### config.mk
export PLATFORM = sky130hd
export DESIGN_NAME = serial_addsub
export DESIGN_NICKNAME = d
export VERILOG_FILES = /design/src/rtl/serial_addsub.sv
export SDC_FILE = /design/constraint.sdc
export NUM_CORES = 1
export LEC_CHECK = 0
export CAP_MARGIN = 15
export CORE_MARGIN = 4
export CORE_UTILIZATION = 45
export CTS_CLUSTER_DIAMETER = 60
export DETAILED_ROUTE_END_ITERATION = 10
export DONT_BUFFER_PORTS = 1
export RECOVER_POWER = 50
export SLEW_MARGIN = 20
export SYNTH_ARGS = -nofsm -noshare
export SYNTH_HDL_FRONTEND = slang
export SYNTH_SLANG_ARGS = --single-unit
### constraint.sdc
create_clock -name clk -period 1.7 [get_ports clk]
set_input_delay 0.17 -clock clk [delete_from_list [all_inputs] [get_ports clk]]
set_output_delay 0.17 -clock clk [all_outputs]
set_load 0.02 [all_outputs]
### src/rtl/serial_addsub.sv
// Digit-serial add/subtract: WIDTH-bit operands are processed DIGIT bits per cycle
// over N = WIDTH/DIGIT cycles, with a valid/ready handshake on both sides.
module serial_addsub #(
    parameter int WIDTH = 8,
    parameter int DIGIT = 1
) (
    input  logic             clk,
    input  logic             rst,
    input  logic             in_valid,
    output logic             in_ready,
    input  logic [WIDTH-1:0] A,
    input  logic [WIDTH-1:0] B,
    input  logic             Cin,
    input  logic             sub,
    output logic             out_valid,
    input  logic             out_ready,
    output logic [WIDTH-1:0] S,
    output logic             Cout,
    output logic             ovf,
    output logic             zero
);

    localparam int N     = WIDTH / DIGIT;
    localparam int CNT_W = (N > 1) ? $clog2(N) : 1;

    generate
        if (WIDTH < 2 || DIGIT < 1 || (WIDTH % DIGIT) != 0) begin : g_bad_params
            $error("serial_addsub: WIDTH must be >= 2 and an exact multiple of DIGIT");
        end
    endgenerate

    typedef enum logic [1:0] {
        IDLE = 2'd0,
        RUN  = 2'd1,
        DONE = 2'd2
    } state_t;

    state_t r_state;
    state_t w_state_next;

    logic [WIDTH-1:0]       r_a;
    logic [WIDTH-1:0]       r_b;
    logic [WIDTH-1:0]       r_s;
    logic [CNT_W-1:0]       r_cnt;
    logic                   r_carry;
    logic                   r_sub;
    logic                   r_a_msb;
    logic                   r_b_msb;
    logic                   r_cout;
    logic                   r_ovf;
    logic                   r_zero;

    logic [DIGIT:0]         w_c;
    logic [DIGIT-1:0]       w_digit;
    logic [WIDTH+DIGIT-1:0] w_s_cat;
    logic [WIDTH-1:0]       w_s_shift;
    logic                   w_last;
    logic                   w_sign_cond;

    // Subtraction runs as A + ~B + ~Cin; B and the borrow are inverted once at accept.
    assign w_c[0] = r_carry;
    generate
        for (genvar gi = 0; gi < DIGIT; gi++) begin : g_fa
            assign w_digit[gi] = r_a[gi] ^ r_b[gi] ^ w_c[gi];
            assign w_c[gi+1]   = (r_a[gi] & r_b[gi]) | (w_c[gi] & (r_a[gi] ^ r_b[gi]));
        end
    endgenerate

    // New digit enters at the MSB end; after N shifts the first digit sits at bit 0.
    assign w_s_cat     = {w_digit, r_s};
    assign w_s_shift   = w_s_cat[WIDTH+DIGIT-1:DIGIT];
    assign w_last      = (r_cnt == CNT_W'(N - 1));
    assign w_sign_cond = r_sub ? (r_a_msb != r_b_msb) : (r_a_msb == r_b_msb);

    always_comb begin
        w_state_next = r_state;
        case (r_state)
            IDLE:    if (in_valid)  w_state_next = RUN;
            RUN:     if (w_last)    w_state_next = DONE;
            DONE:    if (out_ready) w_state_next = IDLE;
            default: w_state_next = IDLE;
        endcase
    end

    always_ff @(posedge clk) begin
        if (rst) begin
            r_state <= IDLE;
            r_cnt   <= '0;
            r_a     <= '0;
            r_b     <= '0;
            r_s     <= '0;
            r_carry <= 1'b0;
            r_sub   <= 1'b0;
            r_a_msb <= 1'b0;
            r_b_msb <= 1'b0;
            r_cout  <= 1'b0;
            r_ovf   <= 1'b0;
            r_zero  <= 1'b0;
        end else begin
            r_state <= w_state_next;
            case (r_state)
                IDLE: begin
                    if (in_valid) begin
                        r_a     <= A;
                        r_b     <= B ^ {WIDTH{sub}};
                        r_carry <= Cin ^ sub;
                        r_sub   <= sub;
                        r_a_msb <= A[WIDTH-1];
                        r_b_msb <= B[WIDTH-1];
                        r_cnt   <= '0;
                    end
                end
                RUN: begin
                    r_a     <= r_a >> DIGIT;
                    r_b     <= r_b >> DIGIT;
                    r_carry <= w_c[DIGIT];
                    r_s     <= w_s_shift;
                    r_cnt   <= r_cnt + CNT_W'(1);
                    if (w_last) begin
                        r_cout <= w_c[DIGIT] ^ r_sub;
                        r_ovf  <= w_sign_cond && (w_s_shift[WIDTH-1] != r_a_msb);
                        r_zero <= (w_s_shift == '0);
                    end
                end
                default: ;
            endcase
        end
    end

    assign in_ready  = (r_state == IDLE);
    assign out_valid = (r_state == DONE);
    assign S         = r_s;
    assign Cout      = r_cout;
    assign ovf       = r_ovf;
    assign zero      = r_zero;

endmodule

After elaboration in Yosys (flattened, before gate mapping)
Index checks and enable logic that the tools add are counted.

Word-level logic and storage cells: 51. Flip-flop bits (word level): 36.

Add/subtract/negate cells: 1. Bitwise gates (word level): 8. Reduce and logical (&&, ||, !) cells: 8. Eq/ne operators: 9. Mux-type cells: 13.

Operators with widths (number): $pmux 8 s2 (2); $mux 8 (2); $logic_not 8->1 (1); $xor 8x8->8 (1); $mux 2 (3); $pmux 2 s3 (1); $pmux 3 s2 (1); $reduce_and 2->1 (3); $ne 2x2->1 const B (2); $xor 1x1->1 (4); $add 3x1->3 const B (1); $eq 3x3->1 const B (1); $mux 3 (1); $reduce_and 3->1 (1); $and 1x1->1 (2); $eq 2x1->1 const B (1); $eq 2x2->1 const B (1); $logic_not 2->1 (1); $mux 1 (2); $ne 1x1->1 (2); $ne 2x1->1 const B (1); $pmux 1 s2 (1); $reduce_bool 2->1 (1); $eq 1x1->1 (1); 2 further kinds (2).

Depth between registers and ports, before layout
Gate-level depths: netlist (run 1).

Depth after elaboration: 4. Gate-level depth with buffers: 5.

Worst setup path before layout (run 1)
Ideal clock, no wire load.

Path kind: flip-flop to flip-flop. Start: reg r_a[0]. End: reg r_ovf (netlist: ovf). Path slack: 0.307 ns. Required time: 1.609 ns. Data arrival time: 1.302 ns. Stages on the path, launching flop included: 5. Cells stage by stage: dfxtp_1 > fa_1 > nor2b_1 > mux2i_1 > a311oi_1.

Cells in the longest elaborated chain, start to end: 4.

RTL lines: start: declaration (line 41) `logic [WIDTH-1:0] r_a;`; start signal: assignment (line 114) `r_a <= r_a >> DIGIT;`; $xor 1x1->1 (2 in series) (line 64) `assign w_digit[gi] = r_a[gi] ^ r_b[gi] ^ w_c[gi];`; via w_digit (line 54) `logic [DIGIT-1:0] w_digit;`; $ne 1x1->1 (line 121) `r_ovf <= w_sign_cond && (w_s_shift[WIDTH-1] != r_a_msb);`; $logic_and 1x1->1 (line 121); end signal: assignment (line 121); end: declaration (line 50) `logic r_ovf;`.

The timed path passes the listed nets, and every way through them passes these cells. A chain may end at the register's enable or synchronous reset.

Worst setup path after layout (run 1)
Ends and elaborated chain as after synthesis.

==> summary.txt, run 1 <==
Logic synthesis
  – Synthesized net count: 215
  – Avg Cell Area, Syn: 8.44 sq um
  – Yosys cell types: 28
  – Register area share after synthesis: 0.449
  – Main synth FF type: dfxtp_1
  – Synthesized cell area: 1600 sq um
  – Post-synth EDFFs: 0
  – Async SR Flop Fraction: 0
  – Ys Warns: 0
  – Synth Register Bits: 36
  – Synth Instances: 190

Timing
  – Slew margin rel.: 0.642
  – Setup WS post-layout: between 0.15 and 0.2 ns
  – Worst Tran Pin Value: 0.536 ns
  – Tmin final: 1.50 ns
  – Setup total negative slack: 0 ns
  – # setup viols final: 0
  – Crit share post-route: 0.884
  – Layout Skew: 0.0106 ns
  – Unrepaired setup endpoints after global routing: false
  – FMAX: 0.666 GHz
  – Hold Fails Final Rpt: 0
  – Final Max Slew Viols: 0

Route
  – Drt total wl: 3.47 mm
  – DRT Pass-1 Iters: 4
  – Vias: between 1k and 1.5k
  – Initial DRC count: 51
  – Vias per Instance: 5.39
  – ANT nets after route: 0
  – Drt wl/cell: 14.1 microns
  – Drt drc: 0

Power
  – Worst IR Drop VDD: slightly above 0.4 mV
  – PD cells: 908 nW/um^2
  – Leak: 0.672 nW

Floorplanning
  – Chip width: roughly 68 microns
  – Full die area: 4580 sq um
  – FP Rows: 21
  – Core Footprint: 3390 sq um
  – Die Span Y: 67.7 microns
  – Ports: 35
  – Starting Density: 0.473

Critical path
  – Crit-path slowest cell: fa_1
  – Reg2reg path depth: 4
  – CP Data Required Time: 1.95 ns
  – CP Capture Point: ovf
  – Cell depth of the worst setup path: 4
  – CP top delay family: adder cells
  – Worst setup path start: r_a[0]
  – FF-to-FF setup slack: 0.20 ns
  – Worst-path maximum fanout: 4
  – WP data arrival: 1.75 ns
  – Worst-path cell chain: fa_1 > nor2b_1 > mux2i_1 > a311oi_1
  – Setup CP Type: flip-flop to flip-flop
  – Buf/Inv on CP: 0
  – Max incr delay on CP: 0.59 ns
  – Startpoint Class: flip-flop
  – RR Endpoint: ovf
  – Reg2reg start: r_a[0]
  – Crit end category: flip-flop

Cells and area
  – Proportion of layout cells with a drive suffix above 1: 0.0850
  – Most frequent cells in the layout: nand2_1 (41), dfxtp_1 (36), a21oi_1 (19), xor2_1 (11), nor2_1 (10)
  – # nets final: between 200 and 250
  – Most common cell after layout, fill and taps aside: nand2_1
  – Number of antenna diodes: 0
  – P&R area growth vs syn: 13.2%

Global routing
  – Pin count of the biggest net entering global routing: 37
  – All-Layer GR Usage: 0.167
  – Initial antenna violation count: 0
  – Overflow after GRT: 0
  – First-pass GRT wire length: 5.72 mm
  – Vias in the first global route: roughly 1.3k

Run status
  – Outcome: complete, no violations

CTS
  – CTS Buf Count: 5
  – CTS sink count: 36
  – H-Tree Level Count: 2
  – Clock Tree Buf Depth: 2
  – Worst-skew pair later-pin latency: 0.34 ns
  – CTS tree: built
  – Clock root cell: clkbuf_4
  – Clock-pin slew on the worst setup and hold paths: 0.10 ns
  – Postcts setup bufs: 0

Placed design
  – DP Worst Slack: 0.234 ns
  – Number of I/O port buffers: 0
  – Global placer's final weighted congestion: around 0.75
  – DP Wirelength: 2.46 mm

Job
  – Max-cap viol count: 0

Min path
  – Tightest Hold Check Type: primary input to flip-flop
-- routing by layer --
layer	global-route usage	vias to the layer above	routed length, microns
met5	0	-	0
li1	-	671	-
met3	0.0532	4	250
met4	0.0684	0	34
met2	0.276	36	1610
met1	0.197	615	1570
-- state kept, by name (all words and copies together), names as in the netlist, 2 cells and up --
register  count
S             8
r_a           8
r_b           8
r_cnt         3
r_state       2
-- synth_stat cells (2+ instances only) --
cell type | count | share of area
nand2_1 | 41 | 0.096
o32ai_1 | 8 | 0.044
dfxtp_1 | 36 | 0.45
xor2_1 | 11 | 0.060
nor2b_1 | 4 | 0.016
inv_1 | 8 | 0.019
a311oi_1 | 8 | 0.044
nor2_1 | 10 | 0.023
a22oi_1 | 8 | 0.037
a21oi_1 | 19 | 0.059
ha_1 | 2 | 0.016
nor4_1 | 2 | 0.0078
nand3_1 | 5 | 0.016
buf_2 | 9 | 0.028
nand2b_1 | 2 | 0.0078
clkbuf_1 | 5 | 0.012
-- area by class of cell --
type	instances	area (sq um)
clock buffers	8	58.8
fillers	331	1570
inverters	8	30.0
multi-input cells	131	786
flip-flops and latches	36	721
well taps	46	57.6
repair buffers	17	163
-- timing repair --
action / CTS / global route
hold buffers: 10 / 0
gates resized for setup: 0 / 0
hold endpoints to repair: 36 / 0
-- worst min-delay path by stage --
stage	start	to	cells past startpoint	slack [ns]
after floorplan	B[7]	r_b_msb	2	0.31
after global placement	rst	r_a_msb	1	0.24
after detailed placement	rst	r_a_msb	1	0.25
after CTS	A[6]	r_a[6]	2	0.005
after global routing	A[6]	r_a[6]	2	0.007
final	A[6]	r_a[6]	2	0.01
-- power breakdown --
part	internal [W]	switching, W
combinational	0.000112	0.000131
sequential	0.000890	0.0000374
clock	0.000204	0.000274
total	0.00121	0.000442
-- worst reg2reg max path, delay by kind of cell (launching register included) --
family / cells / cell delay (ns)
flops: 1 / 0.34
simple gates: 1 / 0.14
mux: 1 / 0.08
compound gates: 1 / 0.26
fa+ha+maj: 1 / 0.59
-- cells by family after synthesis --
group           synth area share
xor+xnor                  0.0601
mux                       0.0133
buf+inv                   0.0608
compound gates             0.195
fa+ha+maj                 0.0281
flops                      0.449
simple gates               0.193
-- stage by stage --
| step | instance area, sq um | cells | hold WS (ns) | utilization | power [W] |
|---|---|---|---|---|---|
| 5_1_grt | 1820 | 246 | 0.00711 | 0.536 | 0.00173 |
| 4_1_cts | 1820 | 246 | 0.00505 | 0.536 | 0.00166 |
| 2_1_floorplan | 1600 | 190 | 0.306 | - | 0.00112 |
| 3_5_place_dp | 1650 | 228 | 0.246 | 0.486 | 0.00116 |
| 3_3_place_gp | 1650 | 228 | 0.244 | 0.486 | 0.00115 |
| 6_report | 1820 | 246 | 0.0124 | 0.536 | 0.00165 |
Power figures use the tool's default switching activity.
==> run 2: changes to the inputs <==
--- a/config.mk
+++ b/config.mk
@@ -8,7 +8,7 @@
 export CAP_MARGIN = 15
 export CORE_MARGIN = 4
 export CORE_UTILIZATION = 45
-export CTS_CLUSTER_DIAMETER = 60
+export CTS_CLUSTER_DIAMETER = 30
 export DETAILED_ROUTE_END_ITERATION = 10
 export DONT_BUFFER_PORTS = 1
 export RECOVER_POWER = 50
==> results of run 2 <==
Same layout as run 1: the final DEF is identical, and so are final timing and power.
